`src/rtl/multi_port_accumulator.sv`:
```
// N-channel combiner: each accepted beat is reduced to a channel sum, optionally
// accumulated into a running total, and queued in a DEPTH-entry result FIFO.
module multi_port_accumulator #(
    parameter int unsigned WIDTH    = 8,
    parameter int unsigned CHANNELS = 2,
    parameter int unsigned DEPTH    = 4,
    localparam int unsigned RW      = WIDTH + $clog2(CHANNELS),
    localparam int unsigned CW      = $clog2(DEPTH + 1),
    localparam int unsigned PW      = $clog2(DEPTH)
) (
    input  logic                      clk,
    input  logic                      rst,
    input  logic [CHANNELS*WIDTH-1:0] data_in,
    input  logic                      valid_in,
    output logic                      ready_out,
    input  logic                      mode_in,
    input  logic                      clear_in,
    output logic [RW-1:0]             result_out,
    output logic                      result_valid,
    input  logic                      result_ready,
    output logic [CW-1:0]             count_out,
    output logic                      overflow_out
);

    logic [RW-1:0] mem [DEPTH];
    logic [PW-1:0] wr_ptr;
    logic [PW-1:0] rd_ptr;
    logic [CW-1:0] count;
    logic [RW-1:0] acc;
    logic          ovf;

    logic [RW-1:0] sum;
    logic [RW:0]   acc_sum;
    logic          push;
    logic          pop;
    logic [RW-1:0] push_val;
    logic [RW-1:0] acc_next;
    logic          ovf_next;

    // Channel reduction at RW bits, wide enough that it can never wrap.
    always_comb begin
        sum = '0;
        for (int c = 0; c < CHANNELS; c++) begin
            sum = sum + RW'(data_in[c*WIDTH +: WIDTH]);
        end
    end

    assign acc_sum = {1'b0, acc} + {1'b0, sum};
    assign push    = valid_in && ready_out;
    assign pop     = result_valid && result_ready;

    // Accumulator update; a clear colliding with a mode-1 beat restarts from the beat's sum.
    always_comb begin
        push_val = sum;
        acc_next = acc;
        ovf_next = ovf;
        if (push) begin
            if (mode_in) begin
                if (clear_in) begin
                    acc_next = sum;
                    ovf_next = 1'b0;
                end else begin
                    acc_next = acc_sum[RW-1:0];
                    push_val = acc_sum[RW-1:0];
                    if (acc_sum[RW]) begin
                        ovf_next = 1'b1;
                    end
                end
            end else if (clear_in) begin
                acc_next = '0;
                ovf_next = 1'b0;
            end
        end else if (clear_in) begin
            acc_next = '0;
            ovf_next = 1'b0;
        end
    end

    always_ff @(posedge clk or posedge rst) begin
        if (rst) begin
            acc <= '0;
            ovf <= 1'b0;
        end else begin
            acc <= acc_next;
            ovf <= ovf_next;
        end
    end

    // Result FIFO; DEPTH is a power of two so the pointers wrap on their own.
    always_ff @(posedge clk or posedge rst) begin
        if (rst) begin
            for (int i = 0; i < DEPTH; i++) begin
                mem[i] <= '0;
            end
            wr_ptr <= '0;
            rd_ptr <= '0;
            count  <= '0;
        end else begin
            if (push) begin
                mem[wr_ptr] <= push_val;
                wr_ptr      <= wr_ptr + PW'(1);
            end
            if (pop) begin
                rd_ptr <= rd_ptr + PW'(1);
            end
            case ({push, pop})
                2'b10:   count <= count + CW'(1);
                2'b01:   count <= count - CW'(1);
                default: count <= count;
            endcase
        end
    end

    assign ready_out    = (count < CW'(DEPTH));
    assign result_valid = (count != '0);
    assign result_out   = mem[rd_ptr];
    assign count_out    = count;
    assign overflow_out = ovf;

endmodule

```
`config.mk`:
```
export PLATFORM = sky130hd
export DESIGN_NAME = multi_port_accumulator
export DESIGN_NICKNAME = d
export VERILOG_FILES = /design/src/rtl/multi_port_accumulator.sv
export SDC_FILE = /design/constraint.sdc
export NUM_CORES = 1
export LEC_CHECK = 0
export CORE_MARGIN = 5
export CORE_UTILIZATION = 55
export CTS_CLUSTER_DIAMETER = 60
export CTS_CLUSTER_SIZE = 28
export DETAILED_ROUTE_END_ITERATION = 10
export PLACE_DENSITY = 0.83
export SYNTH_ARGS = -nofsm -noshare
export SYNTH_HDL_FRONTEND = slang
export SYNTH_SLANG_ARGS = --single-unit
```
`constraint.sdc`:
```
create_clock -name clk -period 2.7 [get_ports clk]
set_input_delay 0.81 -clock clk [delete_from_list [all_inputs] [get_ports clk]]
set_output_delay 0.81 -clock clk [all_outputs]
set_load 0.02 [all_outputs]
```
==> results of run 1 <==
==> logic make-up (layout without fill, tap and decap cells) <==
kind of cell	after synthesis	after routing
xor+xnor	15	15
simple gates	111	111
buf+inv	25	125
compound gates	82	82
flops	53	53
mux	21	21
fa+ha+maj	26	26
==> through the flow <==
stage	util, %	hold slack [ns]	TNS [ns]	cell area (um2)
final	82.8	0.486	-10.71	4870
after global routing	82.8	0.510	-12.88	4870
after CTS	78.2	0.492	-8.53	4600
after detailed placement	71.2	0.469	-36.57	4190
after global placement	71.2	0.457	-33.80	4190
after floorplan	-	0.445	-9.59	3390
==> cell usage in the layout, fill, tap and decap left out, drive strengths merged, types with 2 or more instances in the layout <==
| cell type | instances |
|---|---|
| xnor2 | 8 |
| nand3 | 15 |
| inv | 12 |
| or3 | 2 |
| nand2 | 44 |
| dlygate4sd2 | 13 |
| xor2 | 7 |
| fa | 3 |
| mux4 | 9 |
| a21o | 5 |
| o211ai | 2 |
| clkbuf | 6 |
| nor2 | 17 |
| a221oi | 7 |
| and2 | 6 |
| clkdlybuf4s15 | 2 |
| a21oi | 12 |
| nand4 | 4 |
| o21bai | 2 |
| o21ai | 38 |
| buf | 74 |
| nor3 | 9 |
| nand3b | 4 |
| and3 | 6 |
| a211oi | 5 |
| dfrtp | 53 |
| ha | 23 |
| mux2i | 12 |
| a22oi | 8 |
| clkdlybuf4s50 | 15 |
==> power groups by stage <==
stage	combinational, uW	clock, uW	sequential [uW]
final	2840	482	1410
after global placement	2230	0	1340
after detailed placement	2320	0	1370
after global routing	3030	509	1440
after floorplan	1470	0	1300
after CTS	2490	478	1370
==> path summary, 6_finish.rpt <==
kind                       startpoint  cells after the start      end  slack, ns
max                        data_in[8]                     12  mem[16]      -0.53
min                           mem[29]                      2  mem[29]       0.49
max reg2reg                    acc[0]                      8  mem[35]       0.34
min reg2reg                   mem[29]                      2  mem[29]       0.49
max in group asynchronous         rst                      3  mem[22]       1.60
min in group asynchronous         rst                      3   acc[6]       0.85
==> layout make-up <==
class,count,area [um2]
multi-input combinational,255,2390
sequential,53,1330
fill,305,1010
inverter,11,43.8
tap,75,93.8
clock buffer,5,68.8
clock inverter,3,25.0
timing repair buffer,106,931
==> sequential cells by signal (all words and copies together) (netlist names) <==
| register | count |
|---|---|
| acc | 9 |
| mem | 36 |
| count_out | 3 |
| rd_ptr | 2 |
| overflow_out | 1 |
| wr_ptr | 2 |
==> timing repair <==
item                                   4_1_cts  5_1_grt
pin swaps                                   46       34
setup endpoints to repair                   45       35
endpoints found under the hold margin        0        0
cloned                                       0        0
resized for setup                           89       45
buffers inserted                            14        7
==> worst register-to-register path: stages (launching register included) <==
cell      delay [ns]
dfrtp_1         0.40
ha_1            0.25
fa_1            0.42
a211oi_2        0.29
nor2_4          0.11
a221oi_4        0.28
buf_6           0.17
mux2i_1         0.23
nand2_1         0.10
==> per-layer routing <==
layer	track usage [%]	part of all wire (%)	up-vias
met5	0	0	-
met2	50.8	51	240
li1	-	-	1405
met4	13.2	5.8	0
met1	30.5	36	1658
met3	3.69	7.4	70
==> results.yml, run 1 <==
logic_synthesis:
  yosys_warnings: 0
  synth_seq_cells: 53
  synthCells: 333
  syn_avg_cell_area_um2: 9.91
  synth.top_cell.area_share_pct: 40.2
  synth_top_area_cell: "dfrtp_1"
  synth_compound_area_share_pct: 16.2
  synthTopCellsByArea: "dfrtp_1 40%, ha_1 8.7%, mux4_2 6.1%, nand2_1 5.0%, o21ai_0 5.0%"
  synth_nets: 381
  synthesis.area_um2: 3300
  synthFlopType: "dfrtp_1"
  synthDistinctLibCells: 40
  synthMuxAreaShare_pct: 9.78
  synth-simple-area-share_pct: 16.3
  ys_top_cells_by_count: "53 x dfrtp_1, 44 x nand2_1, 33 x o21ai_0"
  synth_top_family_by_area: "simple AND/OR/NAND/NOR gates"
  synthAdderAreaFrac_pct: 10.5
  synthArstFlopShare_pct: 100
  synth_enable_flop_cells: 0
  ys_seq_area_share_pct: 40.2
  synth_most_common_cell: "dfrtp_1"
  synth_xor_area_share_pct: 3.98
pwr:
  power-per-cell-area_nw_per_um2: 971
  seqPwrFrac_pct: 29.7
  clkPwrFrac_pct: 10.2
  comb_power_share_pct: 60.1
  p_switching_uw: 2060
  p_int_uw: 2680
  power_uw: 4740
  p_leak_uw: 0.00221
  max-vdd-ir-drop_mv: 0.626
  swShare_pct: 43.4
worst_setup_path:
  crit_family: "compound AO/OA/AOI/OAI gates"
  crit_type: "in2reg"
  critPathArrivalTime_ns: 3.42
  slowest_stage: "or3_4"
  slowest_delay_ns: 0.37
  crit_path_max_fanout: 4
  crit_chain: "buf_6 -> ha_4 -> fa_2 -> a21o_1 -> a221oi_4 -> xnor2_2 -> ha_1 -> a21oi_2 -> o21ai_2 -> or3_4 -> a21oi_4 -> a221oi_2"
  required_ns: 2.88
  startpoint_type: "primary input"
  setup.worst_path.end_class: "flip-flop"
  path_buf_inv: 1
placement:
  place_ws_ns: -1.18
  place_hpwl_um: 6230
  gp_congestion: 0.906
  port_buffers: 36
  placed_cells: 481
die:
  core_area_um2: 5890
  dieHeight_um: 87.5
  rows: 28
  fp.dieW_um: 87.5
  die_area_um2: 7650
  num_io_pins: 37
  initial_utilization_pct: 56.1
layout:
  antenna_cells: 0
  syn_to_final_growth_pct: 47.7
  drive_gt1_share_pct: 38.3
  final_nets: 480
  instances_no_fill: 508
global_routing:
  antenna_found_initial: 0
  grt_max_degree: 54
  grt.total_usage_pct: 27.4
  grt_pass1_vias: 3248
  grt_overflow: 0
  grt_pass1_wl_um: 16000
sta:
  min_period_over_period_pct: 120
  fin_ws_ns: -0.534
  period_needed_ns: 3.23
  clock_skew_ns: 0.0120
  slew_headroom_pct: 68.9
  rsz0062_at_grt: "true"
  setup-violations-final: 32
  tightest_slew_ns: 0.467
  fmax_mhz: 309
  hold_viol: 0
  maxSlewViolCount: 0
clock_network:
  htree_levels: 2
  cts_made_buffers: 5
  cts_tree: "yes"
  cts_max_path_buffers: 2
  clk_latency_ns: 0.32
  cts_sinks: 53
  clkTransAtPathRegs_ns: 0.10
  ctsRootBufferMaster: "clkbuf_8"
  ctsHoldBuffers: 0
run_status:
  violations: "negative setup slack"
  status: "finished, violations left"
routing:
  drcViolationCount: 0
  drt_pre_antenna_iters: 6
  drt_iter0_markers: 429
  wl_um: 11600
  wl_per_cell_um: 22.8
  num_vias: 3373
  ant_nets: 0
  vias_per_cell: 6.64
worst_hold_path:
  hold_path.class: "reg2reg"
run:
  maxCapViolCount: 0
Note: power is estimated with default switching activity, not from simulation.
==> inputs of run 2 (changes only) <==
--- a/config.mk
+++ b/config.mk
@@ -10,6 +10,7 @@
 export CTS_CLUSTER_DIAMETER = 60
 export CTS_CLUSTER_SIZE = 28
 export DETAILED_ROUTE_END_ITERATION = 10
+export HOLD_SLACK_MARGIN = 0.12
 export PLACE_DENSITY = 0.83
 export SYNTH_ARGS = -nofsm -noshare
 export SYNTH_HDL_FRONTEND = slang
==> results of run 2 <==
No change in the layout: final DEF, timing and power equal those of run 1.
